[src/rtl/sync_fifo_param.sv]
// Parametrised single-clock FIFO with occupancy and threshold status, sticky
// overflow/underflow flags and an optional first-word-fall-through read port.
module sync_fifo_param #(
  parameter int DATA_WIDTH = 128,
  parameter int DEPTH      = 8,
  parameter int AF_THRESH  = 6,
  parameter int AE_THRESH  = 2,
  parameter int FWFT       = 0
) (
  input  logic                    i_Clk,
  input  logic                    i_Reset,
  input  logic                    i_EN,
  input  logic                    i_Wr_En,
  input  logic [DATA_WIDTH-1:0]   i_Wr_Data,
  input  logic                    i_Rd_En,
  input  logic                    i_Err_Clr,
  output logic [DATA_WIDTH-1:0]   o_Rd_Data,
  output logic                    o_Rd_Valid,
  output logic                    o_Full,
  output logic                    o_Empty,
  output logic                    o_Almost_Full,
  output logic                    o_Almost_Empty,
  output logic [$clog2(DEPTH):0]  o_Count,
  output logic                    o_Overflow,
  output logic                    o_Underflow
);

  localparam int ADDR_W = $clog2(DEPTH);
  localparam int PTR_W  = ADDR_W + 1;
  localparam logic [PTR_W-1:0] DEPTH_C = PTR_W'(DEPTH);
  localparam logic [PTR_W-1:0] AF_C    = PTR_W'(AF_THRESH);
  localparam logic [PTR_W-1:0] AE_C    = PTR_W'(AE_THRESH);
  localparam logic [PTR_W-1:0] PTR_ONE = PTR_W'(1);

  if (DEPTH < 2 || (DEPTH & (DEPTH - 1)) != 0) begin : g_bad_depth
    $error("sync_fifo_param: DEPTH must be a power of two and at least 2");
  end
  if (AF_THRESH < 1 || AF_THRESH > DEPTH || AE_THRESH < 0 || AE_THRESH > DEPTH - 1) begin : g_bad_thresh
    $error("sync_fifo_param: almost-full/almost-empty thresholds out of range");
  end

  logic [DATA_WIDTH-1:0] r_Mem [DEPTH];

  logic [PTR_W-1:0]  r_Wr_Ptr;
  logic [PTR_W-1:0]  r_Rd_Ptr;
  logic [PTR_W-1:0]  r_Count;
  logic              r_Full;
  logic              r_Empty;
  logic              r_Almost_Full;
  logic              r_Almost_Empty;
  logic              r_Overflow;
  logic              r_Underflow;

  logic              w_Wr_Acc;
  logic              w_Rd_Acc;
  logic [ADDR_W-1:0] w_Wr_Addr;
  logic [ADDR_W-1:0] w_Rd_Addr;
  logic [PTR_W-1:0]  w_Wr_Ptr_Nxt;
  logic [PTR_W-1:0]  w_Rd_Ptr_Nxt;
  logic [PTR_W-1:0]  w_Count_Nxt;

  // Acceptance looks only at the registered flags, so a slot freed or filled
  // this cycle never becomes usable until the next one.
  assign w_Wr_Acc     = i_EN & i_Wr_En & ~r_Full;
  assign w_Rd_Acc     = i_EN & i_Rd_En & ~r_Empty;
  assign w_Wr_Addr    = r_Wr_Ptr[ADDR_W-1:0];
  assign w_Rd_Addr    = r_Rd_Ptr[ADDR_W-1:0];
  assign w_Wr_Ptr_Nxt = w_Wr_Acc ? (r_Wr_Ptr + PTR_ONE) : r_Wr_Ptr;
  assign w_Rd_Ptr_Nxt = w_Rd_Acc ? (r_Rd_Ptr + PTR_ONE) : r_Rd_Ptr;
  assign w_Count_Nxt  = w_Wr_Ptr_Nxt - w_Rd_Ptr_Nxt;

  always_ff @(posedge i_Clk) begin
    if (i_Reset) begin
      r_Wr_Ptr       <= '0;
      r_Rd_Ptr       <= '0;
      r_Count        <= '0;
      r_Full         <= 1'b0;
      r_Empty        <= 1'b1;
      r_Almost_Full  <= 1'b0;
      r_Almost_Empty <= 1'b1;
    end else if (i_EN) begin
      r_Wr_Ptr       <= w_Wr_Ptr_Nxt;
      r_Rd_Ptr       <= w_Rd_Ptr_Nxt;
      r_Count        <= w_Count_Nxt;
      r_Full         <= (w_Count_Nxt == DEPTH_C);
      r_Empty        <= (w_Count_Nxt == '0);
      r_Almost_Full  <= (w_Count_Nxt >= AF_C);
      r_Almost_Empty <= (w_Count_Nxt <= AE_C);
    end
  end

  // A fresh offending request wins over a clear arriving in the same cycle.
  always_ff @(posedge i_Clk) begin
    if (i_Reset) begin
      r_Overflow  <= 1'b0;
      r_Underflow <= 1'b0;
    end else if (i_EN) begin
      if (i_Wr_En && r_Full) begin
        r_Overflow <= 1'b1;
      end else if (i_Err_Clr) begin
        r_Overflow <= 1'b0;
      end
      if (i_Rd_En && r_Empty) begin
        r_Underflow <= 1'b1;
      end else if (i_Err_Clr) begin
        r_Underflow <= 1'b0;
      end
    end
  end

  always_ff @(posedge i_Clk) begin
    if (!i_Reset && w_Wr_Acc) begin
      r_Mem[w_Wr_Addr] <= i_Wr_Data;
    end
  end

  if (FWFT == 0) begin : g_std_read
    logic [DATA_WIDTH-1:0] r_Rd_Data;
    logic                  r_Rd_Valid;

    always_ff @(posedge i_Clk) begin
      if (i_Reset) begin
        r_Rd_Data  <= '0;
        r_Rd_Valid <= 1'b0;
      end else begin
        r_Rd_Valid <= w_Rd_Acc;
        if (w_Rd_Acc) begin
          r_Rd_Data <= r_Mem[w_Rd_Addr];
        end
      end
    end

    assign o_Rd_Data  = r_Rd_Data;
    assign o_Rd_Valid = r_Rd_Valid;
  end else begin : g_fwft_read
    // Head word is presented directly; forced to zero while empty so reset
    // and drained states never expose stale storage.
    assign o_Rd_Data  = r_Empty ? '0 : r_Mem[w_Rd_Addr];
    assign o_Rd_Valid = ~r_Empty;
  end

  assign o_Full         = r_Full;
  assign o_Empty        = r_Empty;
  assign o_Almost_Full  = r_Almost_Full;
  assign o_Almost_Empty = r_Almost_Empty;
  assign o_Count        = r_Count;
  assign o_Overflow     = r_Overflow;
  assign o_Underflow    = r_Underflow;

endmodule

[config.mk]
export PLATFORM = sky130hd
export DESIGN_NAME = sync_fifo_param
export DESIGN_NICKNAME = d
export VERILOG_FILES = /design/src/rtl/sync_fifo_param.sv
export SDC_FILE = /design/constraint.sdc
export NUM_CORES = 1
export LEC_CHECK = 0
export CAP_MARGIN = 20
export CELL_PAD_IN_SITES_DETAIL_PLACEMENT = 2
export CELL_PAD_IN_SITES_GLOBAL_PLACEMENT = 2
export CORE_ASPECT_RATIO = 0.5
export CORE_MARGIN = 4
export CORE_UTILIZATION = 50
export CTS_CLUSTER_SIZE = 40
export DETAILED_ROUTE_END_ITERATION = 8
export DONT_BUFFER_PORTS = 1
export PLACE_DENSITY_LB_ADDON = 0.1
export SYNTH_ARGS = -nofsm -noshare
export SYNTH_HDL_FRONTEND = slang
export SYNTH_SLANG_ARGS = --single-unit
[constraint.sdc]
create_clock -name i_Clk -period 12.6 [get_ports i_Clk]
set_input_delay 1.26 -clock i_Clk [delete_from_list [all_inputs] [get_ports i_Clk]]
set_output_delay 1.26 -clock i_Clk [all_outputs]
set_load 0.005 [all_outputs]
==> qor.yml, run 1 <==
hpwl_um: 56000
die_h_um: 216
placementRows: 75
place_congestion: 0.680
synthesis.nets: 2148
synth_compound_area_share_pct: 2.43
syn_avg_cell_area_um2: 21.5
failing_step: "detailed placement (3_5_place_dp)"
outcome: "stopped before the end"
yosysSeqAreaShare_pct: 78.0
synth-edff-count: 1024
io_buffers: 0
start_util_pct: 51.0
synth-seq-cells: 1171
synth_cells: 2009
ys_async_sr_fraction_pct: 0
synth-simple-area-share_pct: 1.60
die_x_um: 424
firstError: "[ERROR DPL-0033] detailed placement checks failed during check placement."
muxShareOfSynthArea_pct: 16.4
synth_cell_types: 33
num_io_pins: 273
synthesis.area_um2: 43200
synth_fa_ha_area_share_pct: 0.171
synth_top_family_by_area: "multiplexers"
synth_xor_area_share_pct: 0.203
yosysWarnings: 0
synth_ff_type: "edfxtp_1"
==> cells by family after synthesis <==
group,Yosys count
DFF,1171
muxes,389
and+or+nand+nor,170
AOI/OAI and AO/OA,139
buffers and inverters,124
xor gates and xnor gates,10
adders and majority gates,6
==> synthesized netlist by cell type, types with 2 or more instances <==
| library cell | count | area [µm²] |
|---|---|---|
| inv_1 | 2 | 7.51 |
| mux4_2 | 256 | 5770 |
| mux2i_1 | 131 | 1310 |
| nand2b_1 | 3 | 18.8 |
| a21oi_2 | 2 | 17.5 |
| nor2b_1 | 5 | 31.3 |
| ha_1 | 5 | 62.6 |
| o22ai_1 | 2 | 12.5 |
| a221o_1 | 2 | 20.0 |
| a32oi_1 | 2 | 17.5 |
| nor2_1 | 145 | 544 |
| buf_1 | 29 | 109 |
| nand2_1 | 6 | 22.5 |
| dfxtp_1 | 147 | 2940 |
| and3b_1 | 2 | 17.5 |
| xor2_1 | 5 | 43.8 |
| xnor2_1 | 5 | 43.8 |
| edfxtp_1 | 1024 | 30700 |
| a211oi_1 | 128 | 961 |
| clkbuf_1 | 63 | 236 |
| buf_2 | 29 | 145 |
| nor3_1 | 4 | 20.0 |
| nand4_1 | 2 | 12.5 |
==> metrics by stage <==
| stage | hold slack [ns] | cells | area, µm² | setup slack (ns) |
|---|---|---|---|---|
| floorplan | 0.470 | 2009 | 43200 | 1.12 |
| global placement | 0.503 | 3070 | 44500 | 7.99 |
==> run 2: changes to the inputs <==
Settings changed: CELL_PAD_IN_SITES_DETAIL_PLACEMENT 2 to default, CELL_PAD_IN_SITES_GLOBAL_PLACEMENT 2 to default, CORE_ASPECT_RATIO 0.5 to default, CORE_UTILIZATION 50 to 40, CTS_CLUSTER_SIZE 40 to default, PLACE_DENSITY_LB_ADDON 0.1 to 0.15.
==> run 2 against run 1 <==
The flow now finishes without violations. Area after synthesis unchanged. Synthesized cell count unchanged.
==> qor.yml, run 2 <==
start_util_pct: 40.3
synth_ff_type: "edfxtp_1"
slew_headroom_pct: 33.4
outcome: "completed"
cp_slowest_cell: "buf_4"
grt_max_degree: 152
drv_cap: 0
critical_path.top_delay_family: "buffers and inverters"
critPathBufInv: 3
skew_ns: 0.0205
num_io_pins: 273
synthesis.area_um2: 43200
drtPass1Iterations: 5
path_cells: "buf_4 -> buf_4 -> buf_4 -> mux4_2 -> mux2i_1 -> a211oi_1"
timing.fmax_ghz: 0.236
p_per_area_nw_per_um2: 163
fin_cells: 3559
grt_pass1_wl_um: 140000
final-seq-area_um2: 33700
grt_overflow: 0
drc: 0
path_max_fanout: 62
irDropWorstVdd_v: 0.000115
power_switching_share_pct: 19.6
yosysWarnings: 0
wl_per_cell_um: 26.7
layout.cells.most_common_list: "edfxtp_1, mux4_2, dfxtp_1, nor2_1, mux2i_1"
viasPerCell: 5.37
max_stage_delay_ns: 0.84
dieArea_um2: 113000
multi_input_area_um2: 9060
combPwrFrac_pct: 2.6
criticalPathCategory: "reg2reg"
crit_path_start_kind: "register"
ant_nets: 0
worstMarginPinSlew_ns: 0.996
critPathLaunch: "r_Rd_Ptr[1]$_SDFFE_PP0P_"
die_h_um: 337
clk_pin_slew_ns: 0.06
top_register: "r_Mem"
final.setup.tns_ns: 0
htreeDepth: 3
crit_top_cell: "buf_4"
grtUsageTotal_pct: 16.8
final_common_cell: "edfxtp_1"
postCtsSetupBuffers: 0
synth_top_cell_by_area: "edfxtp_1"
nets: 2189
antenna_found_initial: 1
cts_resized: 0
cts_buffer_depth: 3
numCtsBuffers: 118
hold_violations: 0
syn_avg_cell_area_um2: 21.5
end_kind: "register"
cp.arrival_ns: 4.77
hp-start: "r_Rd_Ptr[3]$_SDFFE_PP0P_"
largest_register_ffs: 1024
drive_gt1_share_pct: 23.2
slew_viol_final: 0
place_congestion: 0.725
synth-edff-count: 1024
p_switching_w: 0.00156
dp.cells: 3331
wirelength_um: 94900
num-fill-cells: 8979
cts_root_buf: "clkbuf_16"
yosysSeqAreaShare_pct: 78.0
fin_crit_ns: 4.24
dr.first_iter.drc_count: 1116
grt_pass1_vias: 20600
hp-class: "reg2reg"
p_leak_nw: 14.5
syn2layout_area_growth_pct: 13.1
ys_async_sr_fraction_pct: 0
synth_top_cell_area_share_pct: 71.2
die_x_um: 337
final.period_utilization_pct: 33.6
synth_cell_types: 33
p_seq_share_pct: 53.9
io_buffers: 0
via_count: 19100
synth-seq-cells: 1171
worstPathRequired_ns: 13.13
p_int_w: 0.00642
synth_commonest_cells: "edfxtp_1, mux4_2, dfxtp_1"
clock_power_share_pct: 43.5
rsz0062_at_grt: "no"
finalPower_w: 0.00798
placementRows: 120
diodes: 0
r2r_start: "r_Rd_Ptr[1]$_SDFFE_PP0P_"
coreArea_um2: 107000
clk_latency_ns: 0.69
synthMostInstantiatedCell: "edfxtp_1"
hpwl_um: 51700
cts_tree: "done"
synthTopCellsByArea: "edfxtp_1, mux4_2, dfxtp_1, mux2i_1, a211oi_1"
finalSetupViolCount: 0
synthesis.nets: 2148
synth_cells: 2009
holdBufCountCts: 0
clock-sinks: 1171
[run 2: per-stage QoR]
stage                     hold WS [ns]  instance area, µm²  util [%]  setup WS (ns)
after detailed placement         0.503               44800      41.8           7.97
after floorplan                  0.470               43200         -           1.12
after global placement           0.505               44800      41.8           7.98
after global routing             0.539               48800      45.6           8.12
after CTS                        0.520               48800      45.5           8.30
final                            0.516               48800      45.6           8.36
[run 2: final cells by class]
type,instances,area share [%]
sequential,1171,69.0
clock buffer,185,7.27
multi-input combinational,714,18.6
timing repair buffer,42,0.753
tap,1403,3.59
clock inverter,41,0.787
inverter,3,0.0231
[run 2: cells by family (layout without fill, tap and decap cells)]
logic type / count (synthesis) / count (layout) / synth area share (%)
AO/OA/AOI/OAI: 139 / 139 / 2.43
XOR/XNOR: 10 / 10 / 0.203
adder cells (fa/ha/maj): 6 / 6 / 0.171
buffers and inverters: 124 / 271 / 1.16
flip-flops: 1171 / 1171 / 78.0
multiplexers: 389 / 389 / 16.4
AND/OR/NAND/NOR: 170 / 170 / 1.60
[run 2: routing by layer]
metal	vias up	track usage (%)	routed length [µm]
li1	8417	-	-
met1	10200	20.1	37300
met2	360	29.4	49100
met3	121	5.78	6690
met4	0	3.84	1820
met5	-	0	0
[run 2: worst reg2reg max path, cell delays in order (launching register included)]
cell and delay, ns:
dfxtp_4 0.82, buf_4 0.71, buf_4 0.79, buf_4 1.01, mux4_2 0.52, mux2i_1 0.15, a211oi_1 0.09
[run 2: power groups by stage]
stage	clock network, W	registers [W]	logic [W]
after floorplan	0	0.00437	0.000173
after global placement	0	0.00438	0.000207
after detailed placement	0	0.00438	0.000208
after CTS	0.00358	0.00430	0.000209
after global routing	0.00374	0.00430	0.000226
final	0.00347	0.00430	0.000204
[run 2: path summary, 6_finish.rpt]
check / to / slack (ns) / depth (start not counted)
max: o_Rd_Data[126]$_SDFFE_PP0N_ / 8.36 / 6
min: r_Rd_Ptr[3]$_SDFFE_PP0P_ / 0.52 / 2
max reg2reg: o_Rd_Data[126]$_SDFFE_PP0N_ / 8.36 / 6
min reg2reg: r_Rd_Ptr[3]$_SDFFE_PP0P_ / 0.52 / 2
Note: power is estimated with default switching activity, not from simulation.
==> run 3: changes to the inputs <==
Clock period 12.6 ns to 4.21 ns, I/O delays scaled along.
==> run 3 against run 2 <==
Setup slack got worse by 6.9 ns. Clock power rose to 3.0 times the previous value. Die area did not move. Flip-flop and latch count did not move. Final area rose by 3.4%. Hold slack got worse by 0.28 ns. Sequential share of layout area fell by 2.3 points. Count of clock-buffer cells in the layout fell by 4. Largest power group unchanged. Highest routed layer is now met5.
==> qor.yml, run 3 (same netlist as run 2, synthesis figures left out) <==
outcome: "completed"
ant_nets: 0
dp.cells: 3327
grt_pass1_vias: 21200
dpl_worst_slack_ns: 1.33
p_per_area_nw_per_um2: 480
nets: 2319
finalSetupViolCount: 0
antenna_found_initial: 24
cts_resized: 0
syn2layout_area_growth_pct: 16.9
drv_cap: 0
worstPathRequired_ns: 4.56
crit_path_start_kind: "register"
numCtsBuffers: 120
worstReg2RegEnd: "r_Mem[4][47]$_DFFE_PP_"
drive_gt1_share_pct: 21.7
layout.cells.most_common_list: "edfxtp_1, mux4_2, dfxtp_1, nor2_1, dlygate4sd3_1"
via_count: 19700
fin_area_um2: 50500
multi_input_area_um2: 9080
io_buffers: 0
final_util_pct: 47.1
htreeDepth: 3
hpwl_um: 49400
dr.first_iter.drc_count: 1214
critPathLaunch: "o_Full$_SDFFE_PP0P_"
grt_pass1_wl_um: 142000
crit_end: "r_Mem[4][47]$_DFFE_PP_"
hp-class: "in2reg"
worstRegToRegCells: 4
r2r_start: "o_Full$_SDFFE_PP0P_"
clock-sinks: 1171
clk_latency_ns: 0.69
grt_overflow: 0
timing.fmax_ghz: 0.358
viasPerCell: 5.32
cts_root_buf: "clkbuf_16"
drc: 0
num-fill-cells: 8943
drtPass1Iterations: 4
die_x_um: 337
cp.arrival_ns: 3.14
largest_register_ffs: 1024
fin_crit_ns: 2.79
post_dp_cell_area_um2: 45100
clk_pin_slew_ns: 0.06
path_max_fanout: 30
final_common_cell: "edfxtp_1"
rsz0062_at_grt: "no"
slew_viol_final: 0
postCtsSetupBuffers: 0
fin_cells: 3703
worstMarginPinSlew_ns: 1.06
grtUsageTotal_pct: 17.0
final.setup.tns_ns: 0
grt_max_degree: 170
dieArea_um2: 113000
r2r_slack_ns: 1.42
wl_per_cell_um: 25.8
cts_buffer_depth: 3
coreArea_um2: 107000
die_h_um: 337
final-seq-area_um2: 33700
place_congestion: 0.692
num_io_pins: 273
final.period_utilization_pct: 66.3
skew_ns: 0.0142
irDropWorstVdd_v: 0.000311
finalWorstSetupSlack_ns: 1.42
cts_tree: "done"
criticalPathCategory: "reg2reg"
start_util_pct: 40.3
p_leak_nw: 15.1
wirelength_um: 95600
hold_violations: 0
top_register: "r_Mem"
slew_headroom_pct: 28.8
placementRows: 120
end_kind: "register"
[run 3: cell types whose count changed in the layout (fill, tap and decap cells not counted), sizes merged]
cell and change:
clkinv +1, clkbuf -4, bufinv +1, clkinvlp +3, diode +15, buf -5
dlygate4sd3 +133
[run 3: repair_timing]
| action | 4_1_cts | 5_1_grt |
|---|---|---|
| hold buffers | 134 | 0 |
| endpoints found under the setup margin | 0 | 0 |
| hold endpoints to repair | 1171 | 0 |
[run 3: metrics by stage]
step	hold WS (ns)	power, W
finish	0.241	0.0242
global route	0.209	0.0252
CTS	0.173	0.0246
detailed placement	0.510	0.0137
global placement	0.505	0.0137
floorplan	0.470	0.0136
[run 3: final cells by class]
cell class / instances / area share, %
diodes: 15 / 0.0743
clock buffers: 181 / 7.03
clock inverters: 46 / 0.847
inverters: 3 / 0.0223
multi-input cells: 714 / 18.0
flip-flops and latches: 1171 / 66.8
well taps: 1403 / 3.48
repair buffers: 170 / 3.82
[run 3: critical path: stages, from the launching register on]
cell      delay (ns)
dfxtp_1         0.35
and3b_1         0.44
nand3b_1        0.37
nor3_4          0.92
buf_12          0.35
[run 3: power by group]
part           switching, W  leakage, nW  internal, W  total (W)
Sequential         0.000103         10.4       0.0128     0.0129
Combinational      0.000481         2.70     0.000390   0.000871
Clock               0.00427         1.95      0.00622     0.0105
[run 3: how the worst min path moves through the flow]
stage | startpoint | end | slack (ns) | cells after the start
2_1_floorplan | o_Count[3]$_SDFFE_PP0P_ | o_Count[3]$_SDFFE_PP0P_ | 0.47 | 2
3_3_place_gp | r_Rd_Ptr[3]$_SDFFE_PP0P_ | r_Rd_Ptr[3]$_SDFFE_PP0P_ | 0.51 | 2
3_5_place_dp | o_Rd_Data[28]$_SDFFE_PP0N_ | o_Rd_Data[28]$_SDFFE_PP0N_ | 0.51 | 2
4_1_cts | i_Rd_En | o_Rd_Data[59]$_SDFFE_PP0N_ | 0.17 | 3
5_1_grt | i_Rd_En | o_Rd_Data[56]$_SDFFE_PP0N_ | 0.21 | 3
6_report | i_Rd_En | o_Rd_Data[59]$_SDFFE_PP0N_ | 0.24 | 3
[run 3: metal layers]
layer / up-vias / global-route usage (%) / share of wire (%)
met5: - / 0 / 0.096
met4: 14 / 4.17 / 2.0
met3: 142 / 4.81 / 6.0
met2: 393 / 28.9 / 50
met1: 10500 / 21.7 / 41
li1: 8693 / - / -
